--- config.mk ---
export PLATFORM = sky130hd
export DESIGN_NAME = router_pkt_fifo
export DESIGN_NICKNAME = d
export VERILOG_FILES = /design/src/rtl/router_pkt_fifo.sv
export SDC_FILE = /design/constraint.sdc
export NUM_CORES = 1
export LEC_CHECK = 0
export ABC_CLOCK_PERIOD_IN_PS = 2500
export CORE_UTILIZATION = 54
export CTS_CLUSTER_SIZE = 30
export DETAILED_ROUTE_END_ITERATION = 8
export PLACE_DENSITY_LB_ADDON = 0.15
export SLEW_MARGIN = 0
export SYNTH_ARGS = -nofsm -noshare
export SYNTH_HDL_FRONTEND = slang
export SYNTH_SLANG_ARGS = --single-unit
--- constraint.sdc ---
create_clock -name clk -period 2.5 [get_ports clk]
set_input_delay 0.25 -clock clk [delete_from_list [all_inputs] [get_ports clk]]
set_output_delay 0.25 -clock clk [all_outputs]
set_load 0.03 [all_outputs]
--- src/rtl/router_pkt_fifo.sv ---
// Packet-aware synchronous FIFO storing {sop, data}, flagging the last (parity) word of each packet on read.
// Latency: 1 cycle from accepted read to data_out. Backpressure: writes are dropped while full and flag overflow_err; reads are ignored while empty and flag underflow_err.
module router_pkt_fifo #(
    parameter int DATA_WIDTH = 8,
    parameter int ADDR_WIDTH = 4,
    parameter int LEN_LSB    = 2,
    parameter int AF_MARGIN  = 2
) (
    input  logic                  clk,
    input  logic                  reset,
    input  logic                  soft_reset,
    input  logic                  write_enb,
    input  logic                  sop_in,
    input  logic [DATA_WIDTH-1:0] data_in,
    input  logic                  read_enb,
    output logic [DATA_WIDTH-1:0] data_out,
    output logic                  data_valid,
    output logic                  sop_out,
    output logic                  eop_out,
    output logic                  empty,
    output logic                  full,
    output logic                  almost_full,
    output logic [ADDR_WIDTH:0]   count,
    output logic                  overflow_err,
    output logic                  underflow_err,
    output logic                  pkt_err
);
    localparam int DEPTH  = 1 << ADDR_WIDTH;
    localparam int LEN_W  = DATA_WIDTH - LEN_LSB;
    localparam int REM_W  = LEN_W + 1;
    localparam int AF_INT = DEPTH - AF_MARGIN;
    localparam logic [ADDR_WIDTH:0] PTR_ONE  = 1;
    localparam logic [ADDR_WIDTH:0] AF_LEVEL = AF_INT[ADDR_WIDTH:0];
    localparam logic [REM_W-1:0]    REM_ONE  = 1;
    localparam logic [REM_W-1:0]    REM_ZERO = 0;

    logic [DATA_WIDTH:0]   mem [DEPTH];
    logic [ADDR_WIDTH:0]   wr_ptr;
    logic [ADDR_WIDTH:0]   rd_ptr;
    logic [REM_W-1:0]      remaining;
    logic [DATA_WIDTH:0]   rd_word;
    logic [LEN_W-1:0]      hdr_len;
    logic                  wr_acc;
    logic                  rd_acc;

    assign count       = wr_ptr - rd_ptr;
    assign empty       = (wr_ptr == rd_ptr);
    assign full        = (wr_ptr[ADDR_WIDTH] != rd_ptr[ADDR_WIDTH]) &&
                         (wr_ptr[ADDR_WIDTH-1:0] == rd_ptr[ADDR_WIDTH-1:0]);
    assign almost_full = (count >= AF_LEVEL);

    assign wr_acc  = write_enb && !full && !soft_reset && !reset;
    assign rd_acc  = read_enb && !empty && !soft_reset && !reset;
    assign rd_word = mem[rd_ptr[ADDR_WIDTH-1:0]];
    assign hdr_len = rd_word[DATA_WIDTH-1:LEN_LSB];

    // Storage is deliberately left out of reset; only the pointers define validity.
    always_ff @(posedge clk) begin
        if (wr_acc) begin
            mem[wr_ptr[ADDR_WIDTH-1:0]] <= {sop_in, data_in};
        end
    end

    always_ff @(posedge clk) begin
        if (reset) begin
            wr_ptr        <= '0;
            rd_ptr        <= '0;
            remaining     <= '0;
            data_out      <= '0;
            data_valid    <= 1'b0;
            sop_out       <= 1'b0;
            eop_out       <= 1'b0;
            overflow_err  <= 1'b0;
            underflow_err <= 1'b0;
            pkt_err       <= 1'b0;
        end else if (soft_reset) begin
            wr_ptr     <= '0;
            rd_ptr     <= '0;
            remaining  <= '0;
            data_valid <= 1'b0;
            sop_out    <= 1'b0;
            eop_out    <= 1'b0;
        end else begin
            if (wr_acc) begin
                wr_ptr <= wr_ptr + PTR_ONE;
            end
            if (write_enb && full) begin
                overflow_err <= 1'b1;
            end
            if (read_enb && empty) begin
                underflow_err <= 1'b1;
            end
            data_valid <= rd_acc;
            if (rd_acc) begin
                rd_ptr   <= rd_ptr + PTR_ONE;
                data_out <= rd_word[DATA_WIDTH-1:0];
                sop_out  <= rd_word[DATA_WIDTH];
                if (rd_word[DATA_WIDTH]) begin
                    // A header always restarts tracking, even mid-packet.
                    if (remaining != REM_ZERO) begin
                        pkt_err <= 1'b1;
                    end
                    remaining <= {1'b0, hdr_len} + REM_ONE;
                    eop_out   <= 1'b0;
                end else if (remaining != REM_ZERO) begin
                    remaining <= remaining - REM_ONE;
                    eop_out   <= (remaining == REM_ONE);
                end else begin
                    eop_out <= 1'b0;
                    pkt_err <= 1'b1;
                end
            end else begin
                sop_out <= 1'b0;
                eop_out <= 1'b0;
            end
        end
    end
endmodule

==> summary.txt <==
Run status
  • Outcome: finished, final reports clean

Setup path
  • CP arrival: 2.15 ns
  • Critical Path Source: wr_ptr[0]
  • Crit start category: flop
  • Critical path fanouts, max: 3
  • Critical Path End Type: output pin
  • WS Path Type: reg -> out
  • Required time of the critical path: 2.25 ns

Final layout
  • Nets@finish: 560
  • Final core utilization: 67.6%
  • Final Non-Filler Cells: 720
  • Ant diodes: 0
  • Layout overhead on the synthesized area: 22.2%
  • Share of cells above drive strength 1: 24.8%
  • Fin area: 0.00892 mm^2

Timing
  • Setup TNS: 0 ns
  • Final setup fails: 0
  • Rel. slew slack: 58.5%
  • Clock skew: 0.00622 ns
  • Final Critical Period: 2.40 ns
  • Final period utilization: 96.0%
  • Final Hold Vio Count: 0
  • Max-slew violation count: 0
  • Fmax: 417 MHz
  • Slew @ Worst Pin: 0.621 ns

Die
  • Std-Cell Core Area: 0.0132 mm^2
  • Initial Util: 55.4%
  • Die height: 118 um
  • I/O pin cnt: 36
  • FP Rows: 42
  • Die ar.: 0.0140 mm^2
  • Die Span X: 118 um

Detailed routing
  • Routed len/inst: 20.5 um
  • Vias per cell: 5.71
  • Routed vias: 4,108
  • Pre-Repair DR Iteration Count: 5
  • Final WL: 14,700 um
  • DRC Markers: 0
  • Iter 0 DRT Violations: 272
  • Routed Antenna Nets: 0

Pwr
  • LEAKAGE: 3.03 nW
  • Power Dens Cells: 695 mW/mm^2
  • Combinational Power Share: 2.8%
  • NetSw: 1.22 mW
  • Switching share of power: 19.7%
  • Clock Power Share: 45.2%
  • Sequential power share: 52.1%
  • Pint: 4.97 mW
  • VDD IR-drop max: 0.606 mV

Synth
  • Area of the mapped netlist: 0.00730 mm^2
  • Synthesis-stage register bit count: 179
  • Area leader, netlist: edfxtp_1
  • Ys Warns: 0
  • Register area share after synthesis: 68.8%
  • Syn Nets: 479
  • Synth area leaders: edfxtp_1 59%, dfxtp_1 9.6%, mux4_2 9.6%
  • Synth top cells by count: 144 x edfxtp_1, 41 x nand2_1, 36 x nor2_1
  • FFs w/ async S/R, synth: 0%
  • Post-synth EDFFs: 144
  • Distinct cells, synth: 48
  • Cells after synthesis: 450
  • Post-synth top area share: 59.2%
  • Post-synthesis area per instance: 16.2 um^2
  • Most common cell in the netlist: edfxtp_1
  • Main synth FF type: edfxtp_1

Place
  • Placed cells: 684
  • HPWL after DPL: 9860 um
  • Placed Area: 0.00822 mm^2
  • GP Congestion: 0.814
  • Port Buffers: 35

Global route
  • Gr ovfl total: 0
  • Initial antenna violation count: 0
  • First-pass GRT wire length: 23,300 um
  • Overall routing resource usage: 23.1%
  • Largest net degree at the start of global routing: 33
  • Vias in the first global route: 4,173

Clock tree
  • Clk sink count: 179
  • Hold buffer count at cts: 0
  • CTS Buffer Depth: 2
  • Clk_lat worst skew: 0.42 ns
  • H-tree Lvls: 4
  • CTS tree: built
  • Clock slew at reported path FFs: 0.06 ns
  • Root cell of the clock tree: clkbuf_16
  • Num CTS Buffers: 17

Min path
  • Hold Crit Start: write_enb
  • Worst Hold Class: in -> reg

Job
  • Max cap viols: 0
==> critical path, stage by stage (launching register included) <==
cell     delay [ns]
dfxtp_4        0.36
inv_4          0.05
ha_2           0.16
inv_2          0.04
fa_2           0.33
a21o_1         0.17
a21oi_2        0.13
xor2_1         0.09
a31o_2         0.25
buf_6          0.13
==> per-stage QoR <==
stage | hold WS [ns] | setup slack (ns) | total power [mW]
final | 0.444 | 0.0996 | 6.20
after global routing | 0.443 | -0.0147 | 6.37
after CTS | 0.426 | 0.000242 | 6.24
after detailed placement | 0.454 | 0.00857 | 3.46
after global placement | 0.439 | 0.100 | 3.46
after floorplan | 0.349 | -0.0619 | 3.37
==> power by group through the flow <==
| stage | logic [mW] | registers, mW | clock network, mW |
|---|---|---|---|
| after CTS | 0.169 | 3.23 | 2.84 |
| after global routing | 0.186 | 3.23 | 2.95 |
| after floorplan | 0.0667 | 3.30 | 0 |
| final | 0.170 | 3.23 | 2.80 |
| after detailed placement | 0.169 | 3.29 | 0 |
| after global placement | 0.163 | 3.29 | 0 |
==> layer usage <==
metal	vias to the layer above	track usage (%)	wire length, um
met1	2071	29.2	6080
met2	114	37.4	7480
met3	21	7.05	841
met5	-	0	0
met4	0	9.54	335
li1	1902	-	-
==> layout make-up <==
| cell class | instances | area [um^2] |
|---|---|---|
| flip-flops and latches | 179 | 5040 |
| inverters | 15 | 58.8 |
| fillers | 917 | 4270 |
| well taps | 176 | 220 |
| clock buffers | 17 | 425 |
| multi-input cells | 236 | 2140 |
| repair buffers | 82 | 837 |
| clock inverters | 15 | 204 |
==> cell families (layout without fill, tap and decap cells) <==
kind of cell             Yosys count  in the layout  synth area share, %
multiplexers                      41             41                 12.5
flip-flops                       179            179                 68.8
buffers and inverters             35            129                 2.66
adder cells (fa/ha/maj)           15             15                 2.67
AND/OR/NAND/NOR                  114            114                 7.01
XOR/XNOR                          12             12                 1.44
AO/OA/AOI/OAI                     54             54                 4.92
==> cell usage in the layout (no fill, tap or decap), types with 5 or more instances in the layout <==
| cell | count |
|---|---|
| dfxtp_1 | 30 |
| a22oi_1 | 10 |
| ha_1 | 13 |
| buf_12 | 11 |
| clkbuf_16 | 17 |
| clkdlybuf4s50_1 | 28 |
| nand4_1 | 5 |
| nor2_1 | 36 |
| xnor2_1 | 5 |
| nand3_1 | 7 |
| mux4_1 | 7 |
| inv_1 | 13 |
| a21oi_1 | 16 |
| edfxtp_1 | 144 |
| mux4_2 | 31 |
| nand2_1 | 40 |
| xor2_1 | 7 |
| buf_4 | 37 |
==> timing repair <==
item / 4_1_cts / 5_1_grt
cloned: 0 / 0
gates resized for setup: 9 / 15
endpoints found under the setup margin: 7 / 38
buffers inserted: 1 / 3
pin swaps: 0 / 2
==> state kept, by name, indices dropped and copies added (netlist names), named ones only <==
signal and count:
wr_ptr 5, sop_out 1, rd_ptr 5, data_valid 1, eop_out 1, overflow_err 1
data_out 8, underflow_err 1, mem 144, remaining 7, pkt_err 1
==> path summary, 6_finish.rpt <==
check                   to  slack [ns]  depth (start not counted)
min reg2reg  underflow_err        0.46                          2
max reg2reg   remaining[6]        0.14                          9
max            almost_full         0.1                          9
min           overflow_err        0.44                          3
(Power assumes the default switching activity.)
